## config.mk

```make
export PLATFORM = sky130hd
export DESIGN_NAME = line_raster
export DESIGN_NICKNAME = d
export VERILOG_FILES = /design/src/rtl/line_raster.sv
export SDC_FILE = /design/constraint.sdc
export NUM_CORES = 1
export LEC_CHECK = 0
export ABC_AREA = 1
export ABC_CLOCK_PERIOD_IN_PS = 4900
export BUFFER_PORTS_ARGS = -buffer_cell sky130_fd_sc_hd__buf_2
export CAP_MARGIN = 5
export CORE_AREA = 2 2 151 153
export DETAILED_ROUTE_END_ITERATION = 16
export DIE_AREA = 0 0 153 155
export GPL_ROUTABILITY_DRIVEN = 1
export GPL_TIMING_DRIVEN = 0
export PLACE_DENSITY_LB_ADDON = 0.15
export REMOVE_ABC_BUFFERS = 1
export SYNTH_ARGS = -nofsm -noshare
export SYNTH_HDL_FRONTEND = slang
export SYNTH_SLANG_ARGS = --single-unit
```

## constraint.sdc

```tcl
create_clock -name clk -period 4.9 [get_ports clk]
set_input_delay 0.735 -clock clk [delete_from_list [all_inputs] [get_ports clk]]
set_output_delay 0.735 -clock clk [all_outputs]
set_load 0.01 [all_outputs]
```

## src/rtl/line_raster.sv

```systemverilog
// ============================================================================
//  Module      : line_raster
//  Description : Parametrised Bresenham line rasteriser. Accepts two signed
//                endpoints and a colour, then issues one framebuffer write per
//                pixel, advancing one pixel per accepted write (FB_ready
//                backpressure). Reports busy, a one-cycle finish pulse and the
//                number of pixels written for the current/last line.
//  Config      : define LINE_CLIP_EN to suppress writes for off-screen pixels
//                (they are stepped over in one cycle and not counted).
//  Ports       : clk, reset (sync, active-high), start, x0/y0/x1/y1 (signed
//                endpoints), red_in/green_in/blue_in (colour), FB_ready (in);
//                FB_WE, FB_addr, red_out/green_out/blue_out, busy, sys_finish,
//                pixel_count (out).
//  Revision    : 1.0 - initial release
// ============================================================================
`default_nettype none

module line_raster #(
  parameter int WIDTH    = 13,
  parameter int SCREEN_W = 320,
  parameter int SCREEN_H = 240,
  parameter int ADDR_W   = 17,
  parameter int COLOR_W  = 1
) (
  input  logic               clk,
  input  logic               reset,
  input  logic               start,
  input  logic [WIDTH-1:0]   x0,
  input  logic [WIDTH-1:0]   y0,
  input  logic [WIDTH-1:0]   x1,
  input  logic [WIDTH-1:0]   y1,
  input  logic [COLOR_W-1:0] red_in,
  input  logic [COLOR_W-1:0] green_in,
  input  logic [COLOR_W-1:0] blue_in,
  input  logic               FB_ready,
  output logic               FB_WE,
  output logic [ADDR_W-1:0]  FB_addr,
  output logic [COLOR_W-1:0] red_out,
  output logic [COLOR_W-1:0] green_out,
  output logic [COLOR_W-1:0] blue_out,
  output logic               busy,
  output logic               sys_finish,
  output logic [ADDR_W:0]    pixel_count
);

  // Internal coordinate / error width and the doubled-error width.
  localparam int CW = WIDTH + 2;
  localparam int EW = WIDTH + 3;

  typedef enum logic [1:0] {
    S_IDLE  = 2'd0,
    S_SETUP = 2'd1,
    S_DRAW  = 2'd2,
    S_DONE  = 2'd3
  } state_t;

  state_t state, state_next;

  // Latched endpoints
  logic signed [WIDTH-1:0] lx0, ly0, lx1, ly1;

  // Bresenham working registers
  logic signed [CW-1:0] x, y, err, dx, dy, sx, sy;

  // Sign-extended endpoints
  logic signed [CW-1:0] lx0_e, ly0_e, lx1_e, ly1_e;
  logic signed [CW-1:0] diff_x, diff_y, abs_x, abs_y;

  // Step decision
  logic signed [EW-1:0] e2, dx_e, dy_e;
  logic                 step_x, step_y;
  logic signed [CW-1:0] err_next;
  logic                 at_end;
  logic                 offscreen;
  logic                 advance;

  // Address arithmetic is done modulo 2^ADDR_W; only the low bits survive.
  logic [ADDR_W-1:0] x_w, y_w;

  assign lx0_e = {{2{lx0[WIDTH-1]}}, lx0};
  assign ly0_e = {{2{ly0[WIDTH-1]}}, ly0};
  assign lx1_e = {{2{lx1[WIDTH-1]}}, lx1};
  assign ly1_e = {{2{ly1[WIDTH-1]}}, ly1};

  assign diff_x = lx1_e - lx0_e;
  assign diff_y = ly1_e - ly0_e;
  assign abs_x  = diff_x[CW-1] ? -diff_x : diff_x;
  assign abs_y  = diff_y[CW-1] ? -diff_y : diff_y;

  assign e2     = $signed({err, 1'b0});
  assign dx_e   = $signed({dx[CW-1], dx});
  assign dy_e   = $signed({dy[CW-1], dy});
  // Both tests use the same (old) e2; the two adjustments accumulate.
  assign step_x = (e2 >= dy_e);
  assign step_y = (e2 <= dx_e);
  assign err_next = err + (step_x ? dy : '0) + (step_y ? dx : '0);

  assign at_end = (x == lx1_e) && (y == ly1_e);

`ifdef LINE_CLIP_EN
  localparam logic signed [CW-1:0] SW_C = CW'(SCREEN_W);
  localparam logic signed [CW-1:0] SH_C = CW'(SCREEN_H);
  assign offscreen = (x < 0) || (x >= SW_C) || (y < 0) || (y >= SH_C);
`else
  assign offscreen = 1'b0;
`endif

  assign x_w     = ADDR_W'(x);
  assign y_w     = ADDR_W'(y);
  assign FB_addr = ADDR_W'(y_w * ADDR_W'(SCREEN_W)) + x_w;

  // --------------------------------------------------------------------------
  // FSM state register
  // --------------------------------------------------------------------------
  always_ff @(posedge clk) begin
    if (reset) begin
      state <= S_IDLE;
    end else begin
      state <= state_next;
    end
  end

  // --------------------------------------------------------------------------
  // FSM next-state and outputs
  // --------------------------------------------------------------------------
  always_comb begin
    state_next = state;
    FB_WE      = 1'b0;
    sys_finish = 1'b0;
    advance    = 1'b0;
    busy       = (state != S_IDLE);
    case (state)
      S_IDLE: begin
        if (start) begin
          state_next = S_SETUP;
        end
      end
      S_SETUP: begin
        state_next = S_DRAW;
      end
      S_DRAW: begin
        FB_WE = ~offscreen;
        // Off-screen pixels are skipped without waiting for the framebuffer.
        advance = offscreen | FB_ready;
        if (advance && at_end) begin
          state_next = S_DONE;
        end
      end
      S_DONE: begin
        sys_finish = 1'b1;
        state_next = S_IDLE;
      end
      default: begin
        state_next = S_IDLE;
      end
    endcase
  end

  // --------------------------------------------------------------------------
  // Datapath
  // --------------------------------------------------------------------------
  always_ff @(posedge clk) begin
    if (reset) begin
      lx0         <= '0;
      ly0         <= '0;
      lx1         <= '0;
      ly1         <= '0;
      x           <= '0;
      y           <= '0;
      err         <= '0;
      dx          <= '0;
      dy          <= '0;
      sx          <= '0;
      sy          <= '0;
      red_out     <= '0;
      green_out   <= '0;
      blue_out    <= '0;
      pixel_count <= '0;
    end else begin
      case (state)
        S_IDLE: begin
          if (start) begin
            lx0         <= $signed(x0);
            ly0         <= $signed(y0);
            lx1         <= $signed(x1);
            ly1         <= $signed(y1);
            red_out     <= red_in;
            green_out   <= green_in;
            blue_out    <= blue_in;
            pixel_count <= '0;
          end
        end
        S_SETUP: begin
          dx  <= abs_x;
          dy  <= -abs_y;
          sx  <= (lx0_e < lx1_e) ? CW'(1) : -CW'(1);
          sy  <= (ly0_e < ly1_e) ? CW'(1) : -CW'(1);
          err <= abs_x - abs_y;
          x   <= lx0_e;
          y   <= ly0_e;
        end
        S_DRAW: begin
          if (advance) begin
            if (FB_WE) begin
              pixel_count <= pixel_count + 1'b1;
            end
            if (!at_end) begin
              err <= err_next;
              if (step_x) begin
                x <= x + sx;
              end
              if (step_y) begin
                y <= y + sy;
              end
            end
          end
        end
        default: begin
        end
      endcase
    end
  end

endmodule

`default_nettype wire

```

Yosys cells after proc, flatten, opt, wreduce, memory -nomap -nowiden
Index checks and enable logic that the tools add are counted.

Flip-flop bits (word level): 180. Output and inout bits: 41. Word-level logic and storage cells: 84.

Add/subtract/negate cells: 12. Multipliers: 1. Order comparisons: 4. Equal/unequal tests: 12. Muxes and demuxes: 27. Reductions and logical operators: 12.

Operator list (number): two-way mux 15 bit (14); one-hot mux 15 bit (2 select lines) (3); adder 15 bit (4); two-way mux 18 bit (3); one-hot mux 18 bit (2 select lines) (1); equality test 15 x 13 -> 1 bit (2); negator 14 -> 15 bit (2); subtractor 13 x 13 -> 14 bit (2); < comparator 13 bit (2); adder 18 x 1 -> 18 bit, second input constant (1); adder 17 bit (1); multiplier 17 x 3 -> 11 bit, second input constant (1); >= comparator 16 x 15 -> 1 bit (1); <= comparator 16 x 15 -> 1 bit (1); negator 15 bit (1); subtractor 15 bit (1); != test 2 bit, second input constant (7); AND reduction 4 bit (3); one-hot mux 2 bit (4 select lines) (1); nonzero test 2 bit (3); equality test 2 bit, second input constant (2); two-way mux 2 bit (2); AND reduction 2 bit (2); two-way mux 1 bit (3); other kinds (4) (5).

Depth between registers and ports, before layout
Depth in word-level cells: 7. Mapped depth: 30. Gate-level depth less buffers: 29.

Least setup slack after synthesis
OpenSTA, ideal clock, no wires.

Path kind: flip-flop to flip-flop. Start: register dx[14]. End: register err[14]. Arrival time: 3.731 ns. Setup slack: 1.050 ns. Cell stages (with the launch flop): 29. Buffers on the path: 1. Clock period less this slack: 3.850 ns. Cells stage by stage: dfxtp_1 -> inv_1 -> ha_1 -> nand2_1 -> inv_1 -> nand3_1 -> nor3_1 -> nand2_1 -> nand2_1 -> nand2_1 -> nand3_1 -> clkbuf_1 -> nand2_1 -> fa_1 -> inv_1 -> ha_1 -> a21oi_1 -> o21ai_0 -> a21oi_1 -> o21ai_0 -> nand3_1 -> nand2_1 -> nand3_1 -> nand2_1 -> nand3_1 -> nand2_1 -> nor2_1 -> nor2_1 -> a21oi_1.

Cells in the longest elaborated chain, start to end: 6.

Ends and longest elaborated chain: start: declaration (RTL line 63) `logic signed [CW-1:0] x, y, err, dx, dy, sx, sy;`; start signal: assignment (RTL line 194) `dx <= abs_x;`; <= comparator 16 x 15 -> 1 bit (RTL line 95) `assign step_y = (e2 <= dx_e);`; two-way mux 15 bit (*) (RTL line 96) `assign err_next = err + (step_x ? dy : '0) + (step_y ? dx : '0);`; adder 15 bit (*) (RTL line 96); two-way mux 15 bit (*) (RTL line 207) `if (!at_end) begin`; two-way mux 15 bit (*) (RTL line 203) `if (advance) begin`; one-hot mux 15 bit (2 select lines) (*) (RTL line 180) `case (state)`; end signal: assignment (RTL line 198) `err <= abs_x - abs_y;`; end signal: assignment (RTL line 208) `err <= err_next;`; end: declaration (RTL line 63).

Mark *: on every way between the ends. The rest lies on a longest branch, timed or not. The select of a mux whose other input is x is not followed. A chain may end at the register's enable or synchronous reset.

Worst setup path after layout
Start: register dy[9]. End: register err[13].

Cells in the longest elaborated chain, start to end: 7.

Ends and longest elaborated chain: start: declaration (RTL line 63); start signal: assignment (RTL line 195) `dy <= -abs_y;`; >= comparator 16 x 15 -> 1 bit (RTL line 94) `assign step_x = (e2 >= dy_e);`; two-way mux 15 bit (*) (RTL line 96); adder 15 bit (*) (2 in a row) (RTL line 96); two-way mux 15 bit (*) (RTL line 207); two-way mux 15 bit (*) (RTL line 203); one-hot mux 15 bit (2 select lines) (*) (RTL line 180).

Marks and branches as above.

==> summary.txt <==
Placed design
  • GPL Wtd Cong: 0.9470
  • I/O Buffers: 99
  • Pre-CTS setup slack: 0.01558 ns
  • Dpl hpwl: 25.52 mm

CTS
  • Clk_lat worst skew: 0.44 ns
  • CTS tree: done
  • Htree depth: 4
  • Root Buffer: clkbuf_16
  • Clock sink total: 153
  • Clock Path Buffers: 2
  • Cts hold-fix bufs: 0
  • Num CTS Buffers: 17
  • Worst-path clk slew: 0.07 ns

Final layout
  • Area grow syn2layout: 10.38%
  • NumNets Final: 2215
  • Layout cells sized above 1: 0.1169
  • Multi-input logic area: 8832 µm²
  • Filler cell count: 2049
  • Antenna diode count: 0
  • FF+latch area: 3067 µm²

Logic synthesis
  • Seq/Total Area, Yosys: 0.2343
  • Post-synthesis compound-gate area fraction: 0.1839
  • Avg Cell Area, Syn: 6.835 µm²
  • Count of cell types in the netlist: 54
  • Synth Flop Type: dfxtp_1
  • EDFF count, synth: 0
  • Yosys warns: 0
  • Post-synthesis sequential element count: 153
  • Synth area leaders: dfxtp_1 23%, ha_1 14%, nand2_1 10%, inv_1 7.3%, a21oi_1 7.1%
  • Fraction of synthesized area in multiplexers: 0
  • Post-synth top area cell: dfxtp_1
  • Simple-Gate Fraction of Synth Area: 0.2627
  • Adder-Cell Fraction of Synth Area: 0.1734
  • Mapped Area: 13080 µm²
  • Synth Area in XOR/XNOR: 0.05215
  • Mapped Cells: 1913
  • Async SR Flop Fraction: 0
  • Largest family of logic cells by synthesized area: simple AND/OR/NAND/NOR gates
  • Top-area cell type share of the netlist area: 0.2343

Timing
  • Fin crit period: 4.532 ns
  • Final Slew Violations: 0
  • Skew final: 0.01203 ns
  • Endpoints failing setup: 0
  • Actual slew at the worst max-slew pin: 1.196 ns
  • Final period utilization: 0.9250
  • Slew margin rel.: 0.2017
  • Fin. Hold Viols: 0
  • Fmax: 220.6 MHz
  • Total negative slack: 0 ns
  • Final setup margin: 0.3677 ns

Worst setup path
  • Setup crit end kind: register
  • CP Class: register to register
  • WP data arrival: 4.86 ns
  • Kind of start point of the critical path: register
  • CP required: 5.23 ns
  • Max Fanout on Critical Path: 5

Route
  • Post-Route WL: 33.46 mm
  • First drt pass iteration count: 5
  • DR WL/cell: 14.64 µm
  • DR iter-0 viols: 727
  • Vias: 12730
  • Antenna viol nets, final: 0
  • DR DRC count: 0
  • Avg Vias per Cell: 5.567

GRT
  • Initial antenna violation count: 0
  • Tot GR Track Use: 0.2772
  • First-pass GRT wire length: 54.64 mm
  • Total congestion overflow: 0
  • Number of global-route vias before repair: 11490
  • Pin count of the biggest net entering global routing: 62

Die
  • Die width: 153 µm
  • Initial Util: 0.5882
  • Core footprint: 22230 µm²
  • Die area: 23720 µm²
  • Row count: 55
  • Die height: 155 µm
  • I/O pins: 100

Hold path
  • Hold Crit Class: register to register

Run status
  • Status: finished clean

Job
  • Maxcap violations: 0
-- placed cells by master, fill, tap and decap left out, types with 7 or more instances in the layout --
cell and count:
a31oi_1 23, fa_1 21, a21oi_1 184, nand2_4 13, inv_2 8, o22ai_1 21
xor2_1 43, nand4_1 19, inv_1 252, ha_1 145, clkbuf_16 17, nor2_2 7
nor2_1 187, a211oi_1 11, or2_2 12, buf_2 99, nor3_1 16, o21ai_0 162
nand2_1 354, nand2_2 21, nand3_1 86, nand3_2 8, dfxtp_1 150, xnor2_1 33
nand3b_1 11
-- what timing repair did --
item,4_1_cts,5_1_grt
endpoints found under the hold margin,0,0
setup buffers,0,6
gates cloned,0,1
gates resized for setup,1,13
endpoints found under the setup margin,1,2
-- routing by layer --
metal | up-vias | part of all wire | global-route usage | wire length, µm
met1 | 5886 | 0.47 | 0.3658 | 15620
met3 | 54 | 0.042 | 0.03538 | 1405
met2 | 283 | 0.47 | 0.4781 | 15760
met5 | - | 0 | 0 | 0
li1 | 6503 | - | - | -
met4 | 0 | 0.020 | 0.08025 | 672
-- cell usage after synthesis (3+ instances only) --
cell type    n
nand4_1     19
o21ai_0    163
o21bai_1     4
clkbuf_1    40
nand2_4     12
nand2_2     20
inv_1      254
buf_1        3
o21a_1       5
fa_1        22
dfxtp_1    153
nor4_1       6
nor2_1     188
nand3b_1    11
o21ai_1      5
nand3_2      7
nor3_1      17
nand2_1    356
a21o_1       4
xor2_1      43
nor2_2       6
a211oi_1    11
buf_2        3
nor2_4       4
nand3_1     88
o22ai_1     21
ha_1       146
inv_2        7
a31oi_1     23
or2_2       12
a21oi_1    185
buf_4        6
xnor2_1     33
o31ai_1      4
o2111ai_1    3
nand3_4      3
-- flip-flops by register name, summed over array words and instances, names as in the netlist --
signal and cells:
blue_out 1, state 2, sx 2, lx1 13, ly1 13, y 15
err 15, pixel_count 18, dx 15, x 15, sy 1, red_out 1
lx0 13, ly0 13, green_out 1, dy 15
-- cell type report --
cell class | count | area share
well taps | 285 | 0.02471
clock buffers | 18 | 0.02974
repair buffers | 108 | 0.04161
inverters | 263 | 0.06866
flip-flops and latches | 153 | 0.2125
multi-input cells | 1444 | 0.6120
repair inverters | 1 | 0.0003468
clock inverters | 14 | 0.01049
-- cell families after synthesis --
kind of cell / Yosys count
and+or+nand+nor: 757
AOI/OAI and AO/OA: 442
buffers and inverters: 316
adders and majority gates: 168
DFF: 153
xor gates and xnor gates: 77
-- final timing paths --
kind | from | end | slack (ns) | depth (start not counted)
worst min register to register | dy[13] | dy[13] | 0.46 | 2
worst max register to register | dy[9] | err[13] | 0.37 | 27
worst min-delay path | dy[13] | dy[13] | 0.46 | 2
worst max-delay path | dy[9] | err[13] | 0.37 | 27
-- worst max-delay path, cell delays in order (launching register included) --
cell,delay (ns)
dfxtp_1,0.34
inv_1,0.07
ha_1,0.29
a21oi_1,0.17
o21a_1,0.13
nor2_1,0.04
nor3_1,0.25
nand3_1,0.20
nand2_4,0.17
clkinvlp_4,0.17
nor2_2,0.14
fa_1,0.43
ha_1,0.25
fa_2,0.37
nand3_1,0.11
nand3_2,0.11
a21oi_2,0.17
nor2_1,0.07
o21ai_0,0.15
nand2_1,0.09
nand2_1,0.08
nand2_1,0.06
nand2_1,0.05
nand2_1,0.06
o21ai_0,0.15
a21oi_1,0.06
nor2_1,0.14
a21oi_1,0.09
-- stage by stage --
step                      hold slack, ns  utilization  instances  instance area, µm²
final                             0.4630       0.6493       2286               14430
after global routing              0.4823       0.6493       2286               14430
after floorplan                   0.4258            -       1860               12840
after CTS                         0.4648       0.6452       2279               14340
after global placement            0.4451       0.6159       2244               13690
after detailed placement          0.4523       0.6189       2247               13760
Power is not shown: default switching activity piles up to over one toggle a cycle in this logic, so the estimate is an artifact.
